[src/rtl/vending_pkg.sv]
// Definitions shared by the vending machine blocks: the coin data width and
// the default coin values reported on the data bus.
package vending_pkg;

    localparam int DATA_W    = 4;
    localparam int DEB_CNT_W = 4;

    localparam logic [DATA_W-1:0] COIN_A_VAL = 4'd5;
    localparam logic [DATA_W-1:0] COIN_B_VAL = 4'd10;

endpackage

[src/rtl/coin_debounce.sv]
// One coin slot: 2-flop synchroniser, stability counter and debounced level.
// The rise output is combinational so that the push lands on the edge where
// the debounced level goes high.
module coin_debounce
    import vending_pkg::*;
#(
    parameter int DEBOUNCE_CYCLES = 4
) (
    input  logic clk,
    input  logic rst,
    input  logic raw,
    output logic rise
);

    localparam logic [DEB_CNT_W-1:0] LAST_C = DEB_CNT_W'(DEBOUNCE_CYCLES - 1);

    logic                 s1_r;
    logic                 s2_r;
    logic                 deb_r;
    logic [DEB_CNT_W-1:0] cnt_r;
    logic                 hit_s;

    // The level has differed for DEBOUNCE_CYCLES-1 cycles and still differs.
    assign hit_s = (s2_r != deb_r) && (cnt_r == LAST_C);
    assign rise  = hit_s & s2_r;

    // Synchroniser, stability counter and debounced level.
    always_ff @(posedge clk or negedge rst) begin
        if (!rst) begin
            s1_r  <= 1'b0;
            s2_r  <= 1'b0;
            deb_r <= 1'b0;
            cnt_r <= '0;
        end else begin
            s1_r <= raw;
            s2_r <= s1_r;
            if (s2_r == deb_r) begin
                cnt_r <= '0;
            end else if (hit_s) begin
                deb_r <= s2_r;
                cnt_r <= '0;
            end else begin
                cnt_r <= cnt_r + DEB_CNT_W'(1);
            end
        end
    end

endmodule

[src/rtl/coin_intake.sv]
// Coin-slot front end: debounces both sensors, turns each debounced rising
// edge into one coin word and queues it for vending_mcn behind valid/ready.
module coin_intake #(
    parameter int DEBOUNCE_CYCLES = 4,
    parameter int FIFO_DEPTH      = 4,
    parameter logic [vending_pkg::DATA_W-1:0] COIN_A_VAL = vending_pkg::COIN_A_VAL,
    parameter logic [vending_pkg::DATA_W-1:0] COIN_B_VAL = vending_pkg::COIN_B_VAL
) (
    input  logic                            clk,
    input  logic                            rst,
    input  logic                            coin_a,
    input  logic                            coin_b,
    input  logic                            data_ready,
    output logic [vending_pkg::DATA_W-1:0]  data,
    output logic                            data_valid,
    output logic                            overflow,
    output logic [$clog2(FIFO_DEPTH):0]     count
);

    localparam int AW = $clog2(FIFO_DEPTH);
    localparam int CW = AW + 1;
    localparam int DW = vending_pkg::DATA_W;
    localparam logic [CW-1:0] DEPTH_C = CW'(FIFO_DEPTH);

    logic          rise_a_s;
    logic          rise_b_s;
    logic          pend_b_r;
    logic          pend_b_nxt_s;
    logic          push_s;
    logic [DW-1:0] push_val_s;
    logic          pop_s;
    logic          full_s;
    logic          accept_s;
    logic [CW-1:0] wr_ptr_r;
    logic [CW-1:0] rd_ptr_r;
    logic [CW-1:0] rd_ptr_nxt_s;
    logic [CW-1:0] count_r;
    logic [CW-1:0] count_nxt_s;
    logic [CW-1:0] remain_s;
    logic [DW-1:0] mem_r [FIFO_DEPTH];
    logic [DW-1:0] data_r;
    logic [DW-1:0] data_nxt_s;
    logic          valid_r;
    logic          overflow_r;

    coin_debounce #(.DEBOUNCE_CYCLES(DEBOUNCE_CYCLES)) u_deb_a (
        .clk  (clk),
        .rst  (rst),
        .raw  (coin_a),
        .rise (rise_a_s)
    );

    coin_debounce #(.DEBOUNCE_CYCLES(DEBOUNCE_CYCLES)) u_deb_b (
        .clk  (clk),
        .rst  (rst),
        .raw  (coin_b),
        .rise (rise_b_s)
    );

    // Push arbitration: A wins a tie, B waits one cycle in the pending flag.
    always_comb begin
        push_s       = 1'b0;
        push_val_s   = '0;
        pend_b_nxt_s = pend_b_r;
        if (rise_a_s) begin
            push_s     = 1'b1;
            push_val_s = COIN_A_VAL;
            if (rise_b_s) begin
                pend_b_nxt_s = 1'b1;
            end else begin
                pend_b_nxt_s = pend_b_r;
            end
        end else if (pend_b_r) begin
            push_s       = 1'b1;
            push_val_s   = COIN_B_VAL;
            pend_b_nxt_s = rise_b_s;
        end else if (rise_b_s) begin
            push_s     = 1'b1;
            push_val_s = COIN_B_VAL;
        end else begin
            push_s = 1'b0;
        end
    end

    assign pop_s    = valid_r & data_ready;
    assign full_s   = (count_r == DEPTH_C);
    assign accept_s = push_s & (~full_s | pop_s);

    // Next pointers, occupancy and head word; a push into a queue that is
    // empty after this cycle's pop becomes the head directly.
    always_comb begin
        rd_ptr_nxt_s = rd_ptr_r;
        count_nxt_s  = count_r;
        remain_s     = count_r - CW'(pop_s);
        data_nxt_s   = '0;
        if (pop_s) begin
            rd_ptr_nxt_s = rd_ptr_r + CW'(1);
        end else begin
            rd_ptr_nxt_s = rd_ptr_r;
        end
        count_nxt_s = remain_s + CW'(accept_s);
        if (count_nxt_s == '0) begin
            data_nxt_s = '0;
        end else if (remain_s == '0) begin
            data_nxt_s = push_val_s;
        end else begin
            data_nxt_s = mem_r[rd_ptr_nxt_s[AW-1:0]];
        end
    end

    // Queue storage, pointers and registered outputs.
    always_ff @(posedge clk or negedge rst) begin
        if (!rst) begin
            pend_b_r   <= 1'b0;
            wr_ptr_r   <= '0;
            rd_ptr_r   <= '0;
            count_r    <= '0;
            data_r     <= '0;
            valid_r    <= 1'b0;
            overflow_r <= 1'b0;
            for (int i = 0; i < FIFO_DEPTH; i++) begin
                mem_r[i] <= '0;
            end
        end else begin
            pend_b_r   <= pend_b_nxt_s;
            rd_ptr_r   <= rd_ptr_nxt_s;
            count_r    <= count_nxt_s;
            data_r     <= data_nxt_s;
            valid_r    <= (count_nxt_s != '0);
            overflow_r <= overflow_r | (push_s & full_s & ~pop_s);
            if (accept_s) begin
                mem_r[wr_ptr_r[AW-1:0]] <= push_val_s;
                wr_ptr_r                <= wr_ptr_r + CW'(1);
            end else begin
                wr_ptr_r <= wr_ptr_r;
            end
        end
    end

    assign data       = data_r;
    assign data_valid = valid_r;
    assign overflow   = overflow_r;
    assign count      = count_r;

endmodule

[config.mk]
export PLATFORM = sky130hd
export DESIGN_NAME = coin_intake
export DESIGN_NICKNAME = d
export VERILOG_FILES = /design/src/rtl/vending_pkg.sv /design/src/rtl/coin_debounce.sv /design/src/rtl/coin_intake.sv
export SDC_FILE = /design/constraint.sdc
export NUM_CORES = 1
export LEC_CHECK = 0
export ABC_AREA = 1
export CAP_MARGIN = 40
export CELL_PAD_IN_SITES_DETAIL_PLACEMENT = 0
export CELL_PAD_IN_SITES_GLOBAL_PLACEMENT = 1
export CORE_MARGIN = 2
export CORE_UTILIZATION = 44
export DETAILED_ROUTE_END_ITERATION = 8
export PLACE_DENSITY_LB_ADDON = 0.1
export SETUP_SLACK_MARGIN = 0.3
export SLEW_MARGIN = 10
export SYNTH_ARGS = -nofsm -noshare
export SYNTH_HDL_FRONTEND = slang
export SYNTH_SLANG_ARGS = --single-unit
[constraint.sdc]
create_clock -name clk -period 2.2 [get_ports clk]
set_input_delay 0.44 -clock clk [delete_from_list [all_inputs] [get_ports clk]]
set_output_delay 0.44 -clock clk [all_outputs]
set_load 0.1 [all_outputs]
==> summary.txt <==
Drt wl/cell = 11.9 um
Final Hold Viols = 0
Pwr dens = 1480 nW/um2
Worst setup EP type = flop
Vias/cell = 4.73
Reg2Reg Setup Slack = 0.43 ns
Critical path peak fanout = 3
Final Critical Period = 1.77 ns
Static leakage power = 1.04 nW
Skew final = 0.00546 ns
Critical Setup Path Class = reg -> reg
Final HPWL DP = 2200 um
DRT iter0 DRCs = 55
Hold Crit Depth = 0
Syn Std Cell Area = 1680 um2
Final-report max-slew violation count = 0
Area growth syn-to-layout = 21.3%
R2R depth = 10
Period utilisation layout = 80.6%
Max Cap Viol = 0
Via Count = 1211
Crit-path max cell delay = 0.49 ns
Worst path arrival time = 1.95 ns
Peak VDD IR = 0.844 mV
Cells after DPL = 244
Fill cells = 332
Global-route wire length before repair = 5360 um
YS warnings = 0
Share of layout cells above drive strength 1 = 24.5%
DR pass1 iterations = 4
Seq pwr share = 32.5%
Hold_sp = u_deb_a.s1_r
Crit-path most repeated cell = ha_4
Psw = 0.00146 W
Initial antenna violation count = 0
Count of final setup violators = 0
Vias in the first global route = 1222
Worst-Skew Late Latency = 0.28 ns
Critical Path Start Type = flop
Synthesized instance count = 182
Input/output buffers = 13
Detail Route Antenna Nets = 0
Fmax = 564 MHz
CTS tree = built
Grt ovf = 0
Clk buf depth = 2
Largest cells by area after synthesis = dfrtp_1 51%, nand2_1 11%, ha_1 7.5%
Die Y = 65.7 um
Avg Cell Area, Syn = 9.21 um2
Quantity of hold-fixing buffers added after cts = 0
Die area = 4320 um2
Total CTS buffers = 5
Width of the die = 65.7 um
Reg-to-Reg End = data[1]
H-tree depth = 2
Initial Utilization = 45.8%
Final core utilization = 55.6%
Routability cong. = 0.800
Hold WC Path Type = reg -> reg
Slowest library cell on the worst path = dfrtp_4
Non-Filler Instances = 256
Rows = 22
Clock network power share = 15.6%
Status = finished clean
Synthesized flop and latch total = 34
Gate power share = 51.9%
Internal power = 0.00156 W
Post-synth net total = 197
Worst-path cell chain = nand2_4, inv_2, ha_1, inv_1, ha_4, ha_4, nor2_2, nand3_2, nand2_1, a21oi_2
Setup TNS = 0 ns
CTS clk-pin slew, worst paths = 0.07 ns
CTS root buf = clkbuf_8
DRC violations left = 0
Worst-Margin Slew = 0.429 ns
Yosys cell types = 28
Fin nets = 222
Reg2reg start = data_valid
Core area = 3660 um2
WL final = 3040 um
Worst Hold End = u_deb_a.s2_r
Relative slew slack = 71.4%
Largest net degree at the start of global routing = 35
ANT cells = 0
Area leader, netlist = dfrtp_1
Total GRT Usage = 16.7%
Sw frac = 48.2%
I/O Pins = 14
Seq/Total Area, Yosys = 50.7%
Required time worst endpoint = 2.38 ns
RSZ-0062 raised after global routing = false
Clock sink count = 34
Post-synth top area share = 50.7%
-- routing by layer --
layer  vias up  global-route usage (%)  wire length, um
li1        625                       -                -
met1       570                    20.7             1480
met2        14                    26.8             1440
met3         2                    5.65               95
met4         0                    6.25               22
met5         -                       0                0
-- cell families after synthesis --
group           synth area share (%)
compound gates                  2.16
xor+xnor                        3.66
fa+ha+maj                       7.46
buf+inv                         7.46
flops                           50.7
simple gates                    28.5
-- critical path: cells and delay by family, from the launching register on --
family          cells  cell delay, ns
simple gates        4            0.37
fa+ha+maj           3            0.61
buf+inv             2            0.17
compound gates      1            0.03
flops               1            0.49
-- final cells by class --
type	instances	area, um2	share of cell area [%]
clock buffer	7	86.3	4.24
tap	48	60.1	2.95
inverter	28	105	5.17
multi-input combinational	117	746	36.7
sequential	34	866	42.6
timing repair buffer	21	166	8.18
clock inverter	1	5.00	0.246
-- placed cells by master (no fill, tap or decap), types with 2 or more instances in the layout --
cell type         n
nand2_1          47
dfrtp_1          30
inv_1            23
buf_4            17
nand3_1          12
nor2_1           10
nand4_1           8
ha_1              6
clkbuf_8          6
inv_2             5
xor2_1            4
dfrtp_4           4
xnor2_1           3
clkdlybuf4s50_1   3
nor2_2            2
nand3_2           2
nand2_4           2
nand2_2           2
nand3b_1          2
a21oi_1           2
o21ai_0           2
ha_4              2
ha_2              2
-- repair_timing --
action,CTS,global route
setup endpoints to repair,4,3
buffers inserted,2,2
pin swaps,2,1
resized for setup,4,3
-- cells in the mapped netlist --
cell / instances
nand2_2: 2
nand4_4: 1
buf_2: 1
xor2_1: 4
nand2_1: 48
buf_4: 2
nand2_4: 1
nor3_2: 1
o21ai_0: 2
nand3_2: 1
nor2_1: 11
nor3b_1: 1
a21oi_2: 1
o21bai_1: 1
nor2_2: 1
a21oi_1: 2
or2_1: 1
xnor2_1: 3
inv_2: 1
ha_1: 10
inv_1: 27
nor2_4: 1
nand4_1: 8
nand4_2: 1
dfrtp_1: 34
nand3b_1: 2
nand3_1: 13
nand3_4: 1
-- power by group through the flow --
stage | sequential, W | combinational, W | clock [W]
finish | 0.000980 | 0.00157 | 0.000473
global route | 0.00100 | 0.00172 | 0.000522
CTS | 0.000984 | 0.00152 | 0.000486
detailed placement | 0.000995 | 0.00150 | 0
global placement | 0.000986 | 0.00147 | 0
floorplan | 0.00136 | 0.000817 | 0
-- flip-flops by register name, summed over array words and instances, names as in the netlist --
signal,cells
u_deb_b.s1_r,1
u_deb_a.deb_r,1
overflow,1
mem_r,8
u_deb_a.s2_r,1
u_deb_b.cnt_r,4
u_deb_b.deb_r,1
data,2
u_deb_a.cnt_r,4
wr_ptr_r,2
u_deb_a.s1_r,1
pend_b_r,1
count,3
u_deb_b.s2_r,1
rd_ptr_r,2
data_valid,1
-- stage by stage --
step | hold WS (ns) | power (W) | worst slack (ns) | cell area (um2)
floorplan | 0.144 | 0.00218 | 0.309 | 1710
global placement | 0.334 | 0.00245 | -0.0402 | 1890
detailed placement | 0.335 | 0.00250 | -0.111 | 1890
CTS | 0.343 | 0.00299 | 0.316 | 2000
global route | 0.351 | 0.00324 | 0.301 | 2030
finish | 0.346 | 0.00302 | 0.426 | 2030
-- worst max path at each step --
stage / startpoint / end / slack [ns] / cells past startpoint
2_1_floorplan: data_valid / data[1] / 0.31 / 10
3_3_place_gp: data_ready / data[1] / -0.04 / 11
3_5_place_dp: data_ready / data[1] / -0.11 / 11
4_1_cts: u_deb_b.cnt_r[0] / data[1] / 0.32 / 11
5_1_grt: data_valid / data[2] / 0.30 / 10
6_report: data_valid / data[1] / 0.43 / 10
Note: power is estimated with default switching activity, not from simulation.
